**src/rtl/core_fifo_pkg.sv**
```systemverilog
// ============================================================================
// core_fifo_pkg : width/ratio helpers shared by the core width-converting FIFOs
// Rev 1.0
// ============================================================================
`default_nettype none

package core_fifo_pkg;

  // Narrow-to-wide ratio; only meaningful when ratio_is_valid() holds.
  function automatic int calc_ratio(input int in_bits, input int out_bits);
    return out_bits / in_bits;
  endfunction

  function automatic bit ratio_is_valid(input int in_bits, input int out_bits);
    return (in_bits > 0) && (out_bits >= in_bits) && ((out_bits % in_bits) == 0);
  endfunction

  // Index width for a counter over n positions, never narrower than 1 bit.
  function automatic int idx_bits(input int n);
    return (n > 1) ? $clog2(n) : 1;
  endfunction

endpackage

`default_nettype wire

```
**src/rtl/core_fifo_packer.sv**
```systemverilog
// ============================================================================
// core_fifo_packer : gathers Ratio narrow words into one wide word + commit
// Rev 1.0
// ============================================================================
`default_nettype none

module core_fifo_packer
  import core_fifo_pkg::*;
#(
  parameter int InputBits  = 8,
  parameter int OutputBits = 32
) (
  input  logic                  clk_i,
  input  logic                  rst_i,
  input  logic                  wr_i,
  input  logic [InputBits-1:0]  data_i,
  input  logic                  flush_i,
  output logic                  commit_o,
  output logic [OutputBits-1:0] word_o
);

  localparam int Ratio = calc_ratio(InputBits, OutputBits);
  localparam int OffW  = idx_bits(Ratio);

  logic [OutputBits-1:0] pack_q, pack_d;
  logic [OffW-1:0]       off_q, off_d;
  logic [OutputBits-1:0] w_merged;
  logic                  w_last;

  // pack_q is cleared on every commit, so slices above off_q are always zero.
  always_comb begin
    w_merged = pack_q;
    if (wr_i) begin
      w_merged[InputBits*off_q +: InputBits] = data_i;
    end
  end

  assign w_last   = (off_q == OffW'(Ratio - 1));
  assign commit_o = (wr_i && w_last) || (flush_i && ((off_q != '0) || wr_i));
  assign word_o   = w_merged;

  always_comb begin
    pack_d = pack_q;
    off_d  = off_q;
    if (commit_o) begin
      pack_d = '0;
      off_d  = '0;
    end else if (wr_i) begin
      pack_d = w_merged;
      off_d  = off_q + 1'b1;
    end
  end

  always_ff @(posedge clk_i) begin
    if (rst_i) begin
      pack_q <= '0;
      off_q  <= '0;
    end else begin
      pack_q <= pack_d;
      off_q  <= off_d;
    end
  end

endmodule

`default_nettype wire

```
**src/rtl/core_fifo_pack.sv**
```systemverilog
// ============================================================================
// core_fifo_pack : width-up FIFO, packs narrow writes into wide entries.
// Optional partial-pack flush port enabled by CORE_FIFO_PACK_FLUSH_EN.
// Rev 1.0
// ============================================================================
`default_nettype none

module core_fifo_pack
  import core_fifo_pkg::*;
#(
  parameter int InputBits  = 8,
  parameter int OutputBits = 32,
  parameter int Depth      = 4
) (
  input  logic                         clk_i,
  input  logic                         rst_i,
  input  logic                         write_en_i,
  input  logic [InputBits-1:0]         data_i,
  input  logic                         read_en_i,
`ifdef CORE_FIFO_PACK_FLUSH_EN
  input  logic                         flush_i,
`endif
  output logic [OutputBits-1:0]        data_o,
  output logic                         valid_o,
  output logic                         full_o,
  output logic                         empty_o,
  output logic [$clog2(Depth+1)-1:0]   count_o
);

  localparam int PtrW = idx_bits(Depth);
  localparam int CntW = $clog2(Depth + 1);

  if (!ratio_is_valid(InputBits, OutputBits) || (Depth < 1)) begin : g_param_check
    $error("core_fifo_pack: OutputBits must be a positive multiple of InputBits and Depth >= 1");
  end

  logic [OutputBits-1:0] store_q [Depth];
  logic [PtrW-1:0]       wr_ptr_q, rd_ptr_q;
  logic [CntW-1:0]       count_q;
  logic [OutputBits-1:0] data_q;
  logic                  valid_q;

  logic                  w_wr, w_rd, w_flush, w_commit;
  logic [OutputBits-1:0] w_word;

  assign full_o  = (count_q == CntW'(Depth));
  assign empty_o = (count_q == '0);
  assign count_o = count_q;
  assign data_o  = data_q;
  assign valid_o = valid_q;

  assign w_wr = write_en_i && !full_o;
  assign w_rd = read_en_i && !empty_o;

`ifdef CORE_FIFO_PACK_FLUSH_EN
  // A flush while full is ignored so the partial pack survives.
  assign w_flush = flush_i && !full_o;
`else
  assign w_flush = 1'b0;
`endif

  core_fifo_packer #(
    .InputBits  (InputBits),
    .OutputBits (OutputBits)
  ) u_packer (
    .clk_i    (clk_i),
    .rst_i    (rst_i),
    .wr_i     (w_wr),
    .data_i   (data_i),
    .flush_i  (w_flush),
    .commit_o (w_commit),
    .word_o   (w_word)
  );

  function automatic logic [PtrW-1:0] ptr_next(input logic [PtrW-1:0] p);
    return (p == PtrW'(Depth - 1)) ? '0 : p + 1'b1;
  endfunction

  // Commit implies !full (write and flush are both gated), so no overwrite.
  always_ff @(posedge clk_i) begin
    if (!rst_i && w_commit) begin
      store_q[wr_ptr_q] <= w_word;
    end
  end

  always_ff @(posedge clk_i) begin
    if (rst_i) begin
      wr_ptr_q <= '0;
      rd_ptr_q <= '0;
      count_q  <= '0;
      data_q   <= '0;
      valid_q  <= 1'b0;
    end else begin
      valid_q <= w_rd;
      if (w_commit) begin
        wr_ptr_q <= ptr_next(wr_ptr_q);
      end
      if (w_rd) begin
        data_q   <= store_q[rd_ptr_q];
        rd_ptr_q <= ptr_next(rd_ptr_q);
      end
      if (w_commit && !w_rd) begin
        count_q <= count_q + 1'b1;
      end else if (w_rd && !w_commit) begin
        count_q <= count_q - 1'b1;
      end
    end
  end

endmodule

`default_nettype wire

```
**config.mk**
```make
export PLATFORM = sky130hd
export DESIGN_NAME = core_fifo_pack
export DESIGN_NICKNAME = d
export VERILOG_FILES = /design/src/rtl/core_fifo_pkg.sv /design/src/rtl/core_fifo_packer.sv /design/src/rtl/core_fifo_pack.sv
export SDC_FILE = /design/constraint.sdc
export NUM_CORES = 1
export LEC_CHECK = 0
export CORE_MARGIN = 3
export CORE_UTILIZATION = 40
export DETAILED_ROUTE_END_ITERATION = 12
export HOLD_SLACK_MARGIN = 0.02
export MAX_ROUTING_LAYER = met4
export PLACE_DENSITY = 0.55
export SKIP_CTS_REPAIR_TIMING = 1
export SYNTH_ARGS = -nofsm -noshare
export SYNTH_HDL_FRONTEND = slang
export SYNTH_SLANG_ARGS = --single-unit
```
**constraint.sdc**
```tcl
create_clock -name clk_i -period 4.8 [get_ports clk_i]
set_input_delay 0.48 -clock clk_i [delete_from_list [all_inputs] [get_ports clk_i]]
set_output_delay 0.48 -clock clk_i [all_outputs]
set_load 0.02 [all_outputs]
```
==> impl_metrics.ini, run 1 <==
[status]
outcome = complete, no violations

[synthesis]
yosys-top-cells-area = edfxtp_1 (50%), dfxtp_1 (19%), mux4_2 (9.3%), a22o_1 (4.5%), a21oi_2 (2.3%)
yosysTopAreaCell = edfxtp_1
ys_top_cells_by_count = edfxtp_1 (128), dfxtp_1 (74), a22o_1 (40)
ys_warn_count = 0
yosysMostFrequentCell = edfxtp_1
synth_top_family_by_area = compound AO/OA/AOI/OAI gates
synthXorXnorAreaFrac = 0.00226
synth_ff_type = edfxtp_1
synth_top_area_share = 0.497
synth.area.mux_share = 0.0957
ys_async_sr_fraction = 0
syn_area_per_cell_um2 = 15.9
synthCells = 486
yosysSeqAreaShare = 0.688
yosys.area_share.simple = 0.0661
syn_area_mm2 = 0.00774
synth-compound-area-share = 0.0975
yosysUniqueCellTypes = 36
synth_edf_count = 128
synth_nets = 510
synth-seq-cells = 202
synthAdderAreaFrac = 0.0204

[timing]
period_needed_ns = 3.14
tns_ns = 0
drv_slew = 0
min_period_over_period = 0.653
fmax_mhz = 319
rsz0062_at_grt = no
slew_headroom = 0.139
hold_slack_ns = 0.463
finalSetupViolations = 0
finClkSkew_ns = 0.0104
hold_viol = 0
worst_slew_pin_slew_ns = 1.29

[floorplan]
core_mm2 = 0.0188
die_w_um = 145
initial_core_util = 0.411
die_area_mm2 = 0.0211
die_h_um = 145
num_rows = 50
io_pins = 50

[detailed_routing]
viasPerCell = 5.20
dr_wl_met3_um = 716
wl_met2_um = 7450
vias = 4233
drt_wl_total_um = 15600
drc = 0
top_layer = met4
wl_met1_um = 7210
firstDrtPassIters = 5
antenna_left = 0
drt_iter0_drc = 314
avgRoutedWirePerCell_um = 19.1

[critical_path]
worstPathMaxFanout = 33
crit_type = reg2out
worstPathRequired_ns = 4.32
worst_setup_path_end_kind = output port
critPathLaunchType = flop
worstPathArrival_ns = 2.66
ff2ff_setup_slack_ns = 2.27

[pwr]
p_clk_frac = 0.343
p_leak_nw = 3.27
p_per_area_mw_per_mm2 = 518
power_frac_comb = 0.223
intPower_mw = 3.43
seqPwrFrac = 0.434
peakVddDrop_mv = 0.477
p_switching_mw = 1.33
swShare = 0.279

[clock_network]
clk_pin_slew_ns = 0.06
cts_sinks = 202
clk_latency_ns = 0.49
cts_tree = done
cts_root_buf = clkbuf_16
numCtsBuffers = 22
h-tree-depth = 1
clock_path_buffers = 3

[global_routing]
grt_usage = 0.150
grt.overflow.total = 0
grt_antenna_before_repair = 0
grt_pass1_vias = 4300
grt_pass1_wl_um = 24400
grt_start_max_net_pins = 34

[placement]
hpwl_um = 9360
io_buffers = 49
gp_congestion = 0.759

[run]
timing.max_cap.violations = 0

[final_layout]
fin_nets = 562
syn2layout_area_growth_pct = 18.7
drive_gt1_frac = 0.191
final_core_util = 0.488
diodes = 0

[hold_path]
hold_class = reg2reg
cells in the final DEF, fill, tap and decap left out, types with 3 or more instances in the layout:
cell type,netlist,final
clkbuf_16,0,23
mux4_2,32,32
buf_4,2,10
o21ai_0,27,27
and3_1,8,8
ha_1,11,11
edfxtp_1,128,128
a22o_1,40,40
and2_1,11,11
nand2_1,30,30
a21oi_2,20,20
clkbuf_8,0,4
dfxtp_1,74,73
a21oi_1,9,9
clkdlybuf4s50_1,0,49
clkbuf_1,6,6
clkinv_2,0,3
inv_1,7,7
nand3_1,12,12
nor2_1,4,3
nand4_1,16,16
nor3b_2,0,4
critical path, stage by stage, from the launching register on:
cell,delay [ns]
dfxtp_1,0.40
or3b_1,0.40
buf_4,0.25
inv_2,0.39
clkdlybuf4s50_1,0.72
layout make-up:
type | instances | area, µm²
clock buffer | 33 | 653
clock inverter | 7 | 61.3
fill | 1606 | 9640
inverter | 8 | 30.0
multi-input combinational | 244 | 2210
sequential | 202 | 5330
tap | 260 | 325
timing repair buffer | 60 | 586
power by group through the flow:
stage	clock network, mW	registers, mW	logic (mW)
CTS	1.68	2.07	1.08
global route	1.75	2.08	1.15
finish	1.63	2.07	1.06
global placement	0	2.09	1.06
detailed placement	0	2.10	1.07
floorplan	0	2.20	0.609
cells by family (layout without fill, tap and decap cells):
| kind of cell | count (synthesis) | in the layout |
|---|---|---|
| AO/OA/AOI/OAI | 101 | 101 |
| XOR/XNOR | 2 | 2 |
| adder cells (fa/ha/maj) | 12 | 12 |
| buffers and inverters | 40 | 108 |
| flip-flops | 202 | 202 |
| multiplexers | 34 | 34 |
| AND/OR/NAND/NOR | 95 | 95 |
path summary, 6_finish.rpt:
kind	from	end	cells past startpoint
min reg2reg	u_packer.pack_q[30]$_SDFFE_PP0N_	u_packer.pack_q[30]$_SDFFE_PP0N_	1
min	u_packer.pack_q[30]$_SDFFE_PP0N_	u_packer.pack_q[30]$_SDFFE_PP0N_	1
max	count_o[0]$_SDFFE_PP0P_	full_o	4
max reg2reg	count_o[0]$_SDFFE_PP0P_	count_o[2]$_SDFFE_PP0P_	10
sequential cells by signal, summed over array words and instances (netlist names):
register and flops:
count_o 3, data_o 32, rd_ptr_q 2, store_q 128, u_packer.off_q 2, u_packer.pack_q 32
valid_o 1, wr_ptr_q 2
per-stage QoR:
| stage | std cells | instance area (µm²) | power, mW | worst slack [ns] |
|---|---|---|---|---|
| global placement | 774 | 8470 | 3.16 | 1.84 |
| detailed placement | 774 | 8470 | 3.18 | 1.79 |
| CTS | 814 | 9190 | 4.82 | 1.65 |
| finish | 814 | 9190 | 4.76 | 1.66 |
| floorplan | 486 | 7740 | 2.81 | 0.746 |
| global route | 814 | 9190 | 4.99 | 1.56 |
per-layer routing:
layer / up-vias / track usage
li1: 1994 / -
met1: 2129 / 0.202
met2: 90 / 0.240
met3: 20 / 0.0281
met4: 0 / 0.0351
met5: - / -
Note: power is estimated with default switching activity, not from simulation.
==> run 2: changes to the inputs <==
- clock period: 4.8 -> 3.3 ns (I/O delays scaled with it)
==> run 2 against run 1 <==
Effect of this change: first-iteration DRC count fell by 11%; worst setup slack got worse by 1.1 ns; critical path depth fell by 1; wire length rose by 1.2%; highest routed layer unchanged; register-to-register slack got worse by 1.5 ns; total power rose by 47%; via count rose by 1.3%; largest cell class unchanged; sequential power rose by 47%; non-clock buffer count rose by 4; sequential share of layout area fell by 0.47 points.
==> impl_metrics.ini, run 2 (same netlist as run 1, synthesis figures left out) <==
[critical_path]
crit_path_start = count_o[2]$_SDFFE_PP0P_
r2r_start = count_o[0]$_SDFFE_PP0P_
crit_type = reg2out
critPathLaunchType = flop
max_stage_delay_ns = 0.70
cp_top_family = buffers and inverters
critPathBufInv = 2
worst_setup_path_end_kind = output port
worst_path_max_delay_cell = clkdlybuf4s50_1
worstPathArrival_ns = 2.38
worstPathRequired_ns = 2.97
path_cells = or3b_1 > inv_2 > clkdlybuf4s50_1
worstPathMaxFanout = 28

[timing]
tns_ns = 0
rsz0062_at_grt = no
hold_viol = 0
finalSetupViolations = 0
finClkSkew_ns = 0.0109
worst_slew_pin_slew_ns = 0.861
slew_headroom = 0.425
hold_slack_ns = 0.459
min_period_over_period = 0.821
fmax_mhz = 369
drv_slew = 0
period_needed_ns = 2.71

[pwr]
p_per_area_mw_per_mm2 = 757
fin_total_pwr_mw = 7.01
peakVddDrop_mv = 0.465
p_leak_nw = 3.32

[detailed_routing]
drc = 0
firstDrtPassIters = 4
drt_iter0_drc = 278
drt_wl_total_um = 15800
viasPerCell = 5.24
avgRoutedWirePerCell_um = 19.3
vias = 4288
antenna_left = 0

[final_layout]
largest_reg_flops = 128
layout_common_cells = edfxtp_1 (128), dfxtp_1 (73), clkdlybuf4s50_1 (49), a22o_1 (40), mux4_2 (32)
final_cells = 818
largest-register = store_q
drive_gt1_frac = 0.203
multi_input_area_mm2 = 0.00221
nFillCells = 1595
regArea_mm2 = 0.00533
layout_commonest_cell = edfxtp_1
diodes = 0
fin_nets = 566
syn2layout_area_growth_pct = 19.7

[global_routing]
grt_start_max_net_pins = 33
grt_usage = 0.155
grt.overflow.total = 0
grt_pass1_wl_um = 25100
grt_antenna_before_repair = 0
grt_pass1_vias = 4464

[hold_path]
hold_class = reg2reg
hold_path_startpoint = u_packer.pack_q[29]$_SDFFE_PP0N_

[status]
outcome = complete, no violations

[run]
timing.max_cap.violations = 0

[clock_network]
h-tree-depth = 1
clk_pin_slew_ns = 0.06
cts_root_buf = clkbuf_16
cts_sinks = 202
cts_tree = done
numCtsBuffers = 22
clk_latency_ns = 0.49
clock_path_buffers = 3

[floorplan]
die_h_um = 145
initial_core_util = 0.411
core_mm2 = 0.0188
die_area_mm2 = 0.0211
die_w_um = 145
num_rows = 50
io_pins = 50

[placement]
gp_congestion = 0.776
io_buffers = 49
dp_cells = 778
hpwl_um = 9520
[run 2: final cells by class]
type | count | area share
Clock inverter | 6 | 0.00581
Inverter | 8 | 0.00324
Sequential cell | 202 | 0.575
Tap cell | 260 | 0.0351
Multi-Input combinational cell | 244 | 0.239
Clock buffer | 34 | 0.0741
Timing Repair Buffer | 64 | 0.0678
[run 2: power breakdown]
| part | internal, mW | switching [mW] |
|---|---|---|
| logic | 0.704 | 0.840 |
| registers | 2.87 | 0.170 |
| clock network | 1.50 | 0.917 |
[run 2: path summary, 6_finish.rpt]
check	endpoint	slack (ns)	cells after the start
max	full_o	0.59	3
min	u_packer.pack_q[29]$_SDFFE_PP0N_	0.46	1
max reg2reg	count_o[2]$_SDFFE_PP0P_	0.73	10
min reg2reg	u_packer.pack_q[29]$_SDFFE_PP0N_	0.46	1
[run 2: per-layer routing]
metal | up-vias | track usage | wire length [µm]
met5 | - | - | 0
met4 | 0 | 0.0389 | 340
met3 | 30 | 0.0244 | 598
met2 | 87 | 0.245 | 7520
met1 | 2170 | 0.214 | 7310
li1 | 2001 | - | -
[run 2: worst register-to-register path: cells and delay by family (launching register included)]
kind / cells / cell delay (ns)
flops: 1 / 0.48
fa+ha+maj: 2 / 0.57
compound gates: 1 / 0.13
simple gates: 3 / 0.63
buf+inv: 3 / 0.50
xor+xnor: 1 / 0.17
[run 2: stage by stage]
| stage | cell area, µm² | utilization | worst slack, ns |
|---|---|---|---|
| after CTS | 9260 | 0.492 | 0.560 |
| after global placement | 8520 | 0.453 | 0.608 |
| after global routing | 9260 | 0.492 | 0.463 |
| after floorplan | 7750 | - | -0.686 |
| final | 9260 | 0.492 | 0.592 |
| after detailed placement | 8520 | 0.453 | 0.589 |
==> run 3: changes to the inputs <==
- clock period: 3.3 -> 2.7 ns (I/O delays scaled with it)
==> run 3 against run 2 <==
Effect of this change: die area is the same; sequential power grew 20%; register-to-register slack lost 0.39 ns; largest power group unchanged; non-clock buffer count grew 8; clock-buffer cell count shrank 2; combinational power grew 29%.
==> impl_metrics.ini, run 3 (same netlist as run 1, synthesis figures left out) <==
[critical_path]
ff2ff_setup_slack_ns = 0.34
worstPathArrival_ns = 2.29
critPathLaunchType = flop
worst_setup_path_end_kind = output port
worstPathMaxFanout = 32
timing.rr.end = count_o[2]$_SDFFE_PP0P_
crit_type = reg2out
worstPathRequired_ns = 2.43
r2r_start = u_packer.off_q[0]$_SDFFE_PP0N_
r2r_cells = 10

[floorplan]
die_h_um = 145
initial_core_util = 0.411
core_mm2 = 0.0188
io_pins = 50
die_w_um = 145
num_rows = 50
die_area_mm2 = 0.0211

[timing]
worst_slew_pin_slew_ns = 0.709
period_needed_ns = 2.56
finalSetupViolations = 0
slew_headroom = 0.525
fmax_mhz = 391
rsz0062_at_grt = no
drv_slew = 0
min_period_over_period = 0.948
finClkSkew_ns = 0.0116
hold_viol = 0
tns_ns = 0

[detailed_routing]
drt_wl_total_um = 15800
avgRoutedWirePerCell_um = 19.2
drt_iter0_drc = 259
vias = 4271
antenna_left = 0
viasPerCell = 5.17
firstDrtPassIters = 4
drc = 0

[pwr]
peakVddDrop_mv = 0.713
p_leak_nw = 3.35
p_clk_frac = 0.332
seqPwrFrac = 0.432
p_per_area_mw_per_mm2 = 909
power_frac_comb = 0.236
swShare = 0.283
intPower_mw = 6.06
p_switching_mw = 2.39
fin_total_pwr_mw = 8.44

[final_layout]
drive_gt1_frac = 0.207
layout_commonest_cell = edfxtp_1
final_cells = 826
largest-register = store_q
final_area_mm2 = 0.00929
diodes = 0
layout_common_cells = edfxtp_1 (128), dfxtp_1 (73), clkdlybuf4s50_1 (49), a22o_1 (40), mux4_2 (32)
largest_reg_flops = 128
final_core_util = 0.493
syn2layout_area_growth_pct = 20.0
fin_nets = 574

[global_routing]
grt.overflow.total = 0
grt_antenna_before_repair = 0
grt_pass1_wl_um = 25000
grt_start_max_net_pins = 35
grt_pass1_vias = 4361
grt_usage = 0.156

[clock_network]
clk_pin_slew_ns = 0.06
h-tree-depth = 1
cts_tree = done
numCtsBuffers = 22
clock_path_buffers = 3
cts_root_buf = clkbuf_16
clk_latency_ns = 0.50
cts_sinks = 202

[placement]
hpwl_um = 9760
io_buffers = 49
dp_cells = 786
place_area_mm2 = 0.00860
gp_congestion = 0.789

[run]
timing.max_cap.violations = 0

[hold_path]
min_path_cells = 1
hold_class = reg2reg
hold_path_startpoint = u_packer.pack_q[28]$_SDFFE_PP0N_
hold-path-endpoint = u_packer.pack_q[28]$_SDFFE_PP0N_

[status]
outcome = complete, no violations
==> run 3: changes by cell type in the layout (fill, tap and decap cells not counted), sizes merged <==
| cell | change |
|---|---|
| clkinvlp | +1 |
| clkbuf | -2 |
| buf | +8 |
| clkinv | +2 |
| bufinv | -1 |
==> run 3: cell type report <==
| cell class | instances | area [µm²] |
|---|---|---|
| Fill cell | 1604 | 9540 |
| Sequential cell | 202 | 5330 |
| Tap cell | 260 | 325 |
| Clock buffer | 32 | 649 |
| Multi-Input combinational cell | 244 | 2230 |
| Clock inverter | 8 | 37.5 |
| Inverter | 8 | 30.0 |
| Timing Repair Buffer | 72 | 688 |
==> run 3: per-layer routing <==
layer	wire length, µm	global-route usage
met1	7240	0.213
met2	7610	0.245
met3	726	0.0250
met4	261	0.0432
met5	0	-
==> run 3: stage by stage <==
step                worst slack [ns]  hold slack [ns]
floorplan                     -0.172            0.370
global placement               0.316            0.444
detailed placement             0.279            0.446
CTS                            0.121            0.464
global route                  0.0586            0.480
finish                         0.141            0.462
==> run 3: power groups by stage <==
stage	sequential (mW)	clock, mW	combinational [mW]
3_3_place_gp	3.70	0	1.98
2_1_floorplan	3.91	0	1.08
5_1_grt	3.68	3.01	2.14
6_report	3.65	2.81	1.99
4_1_cts	3.65	2.88	2.02
3_5_place_dp	3.72	0	2.01
==> run 3: worst max-delay path, cell delays in order (launching register included) <==
cell and delay [ns]:
dfxtp_1 0.42, or3b_1 0.40, buf_4 0.27, inv_2 0.10, clkdlybuf4s50_1 0.60
==> run 3: worst max path at each step <==
stage | endpoint | startpoint | cells past startpoint | slack, ns
after floorplan | store_q[0][0]$_DFFE_PP_ | u_packer.off_q[0]$_SDFFE_PP0N_ | 5 | -0.17
after global placement | count_o[2]$_SDFFE_PP0P_ | write_en_i | 10 | 0.32
after detailed placement | count_o[2]$_SDFFE_PP0P_ | write_en_i | 10 | 0.28
after CTS | full_o | count_o[2]$_SDFFE_PP0P_ | 4 | 0.12
after global routing | full_o | count_o[0]$_SDFFE_PP0P_ | 4 | 0.06
final | full_o | count_o[2]$_SDFFE_PP0P_ | 4 | 0.14
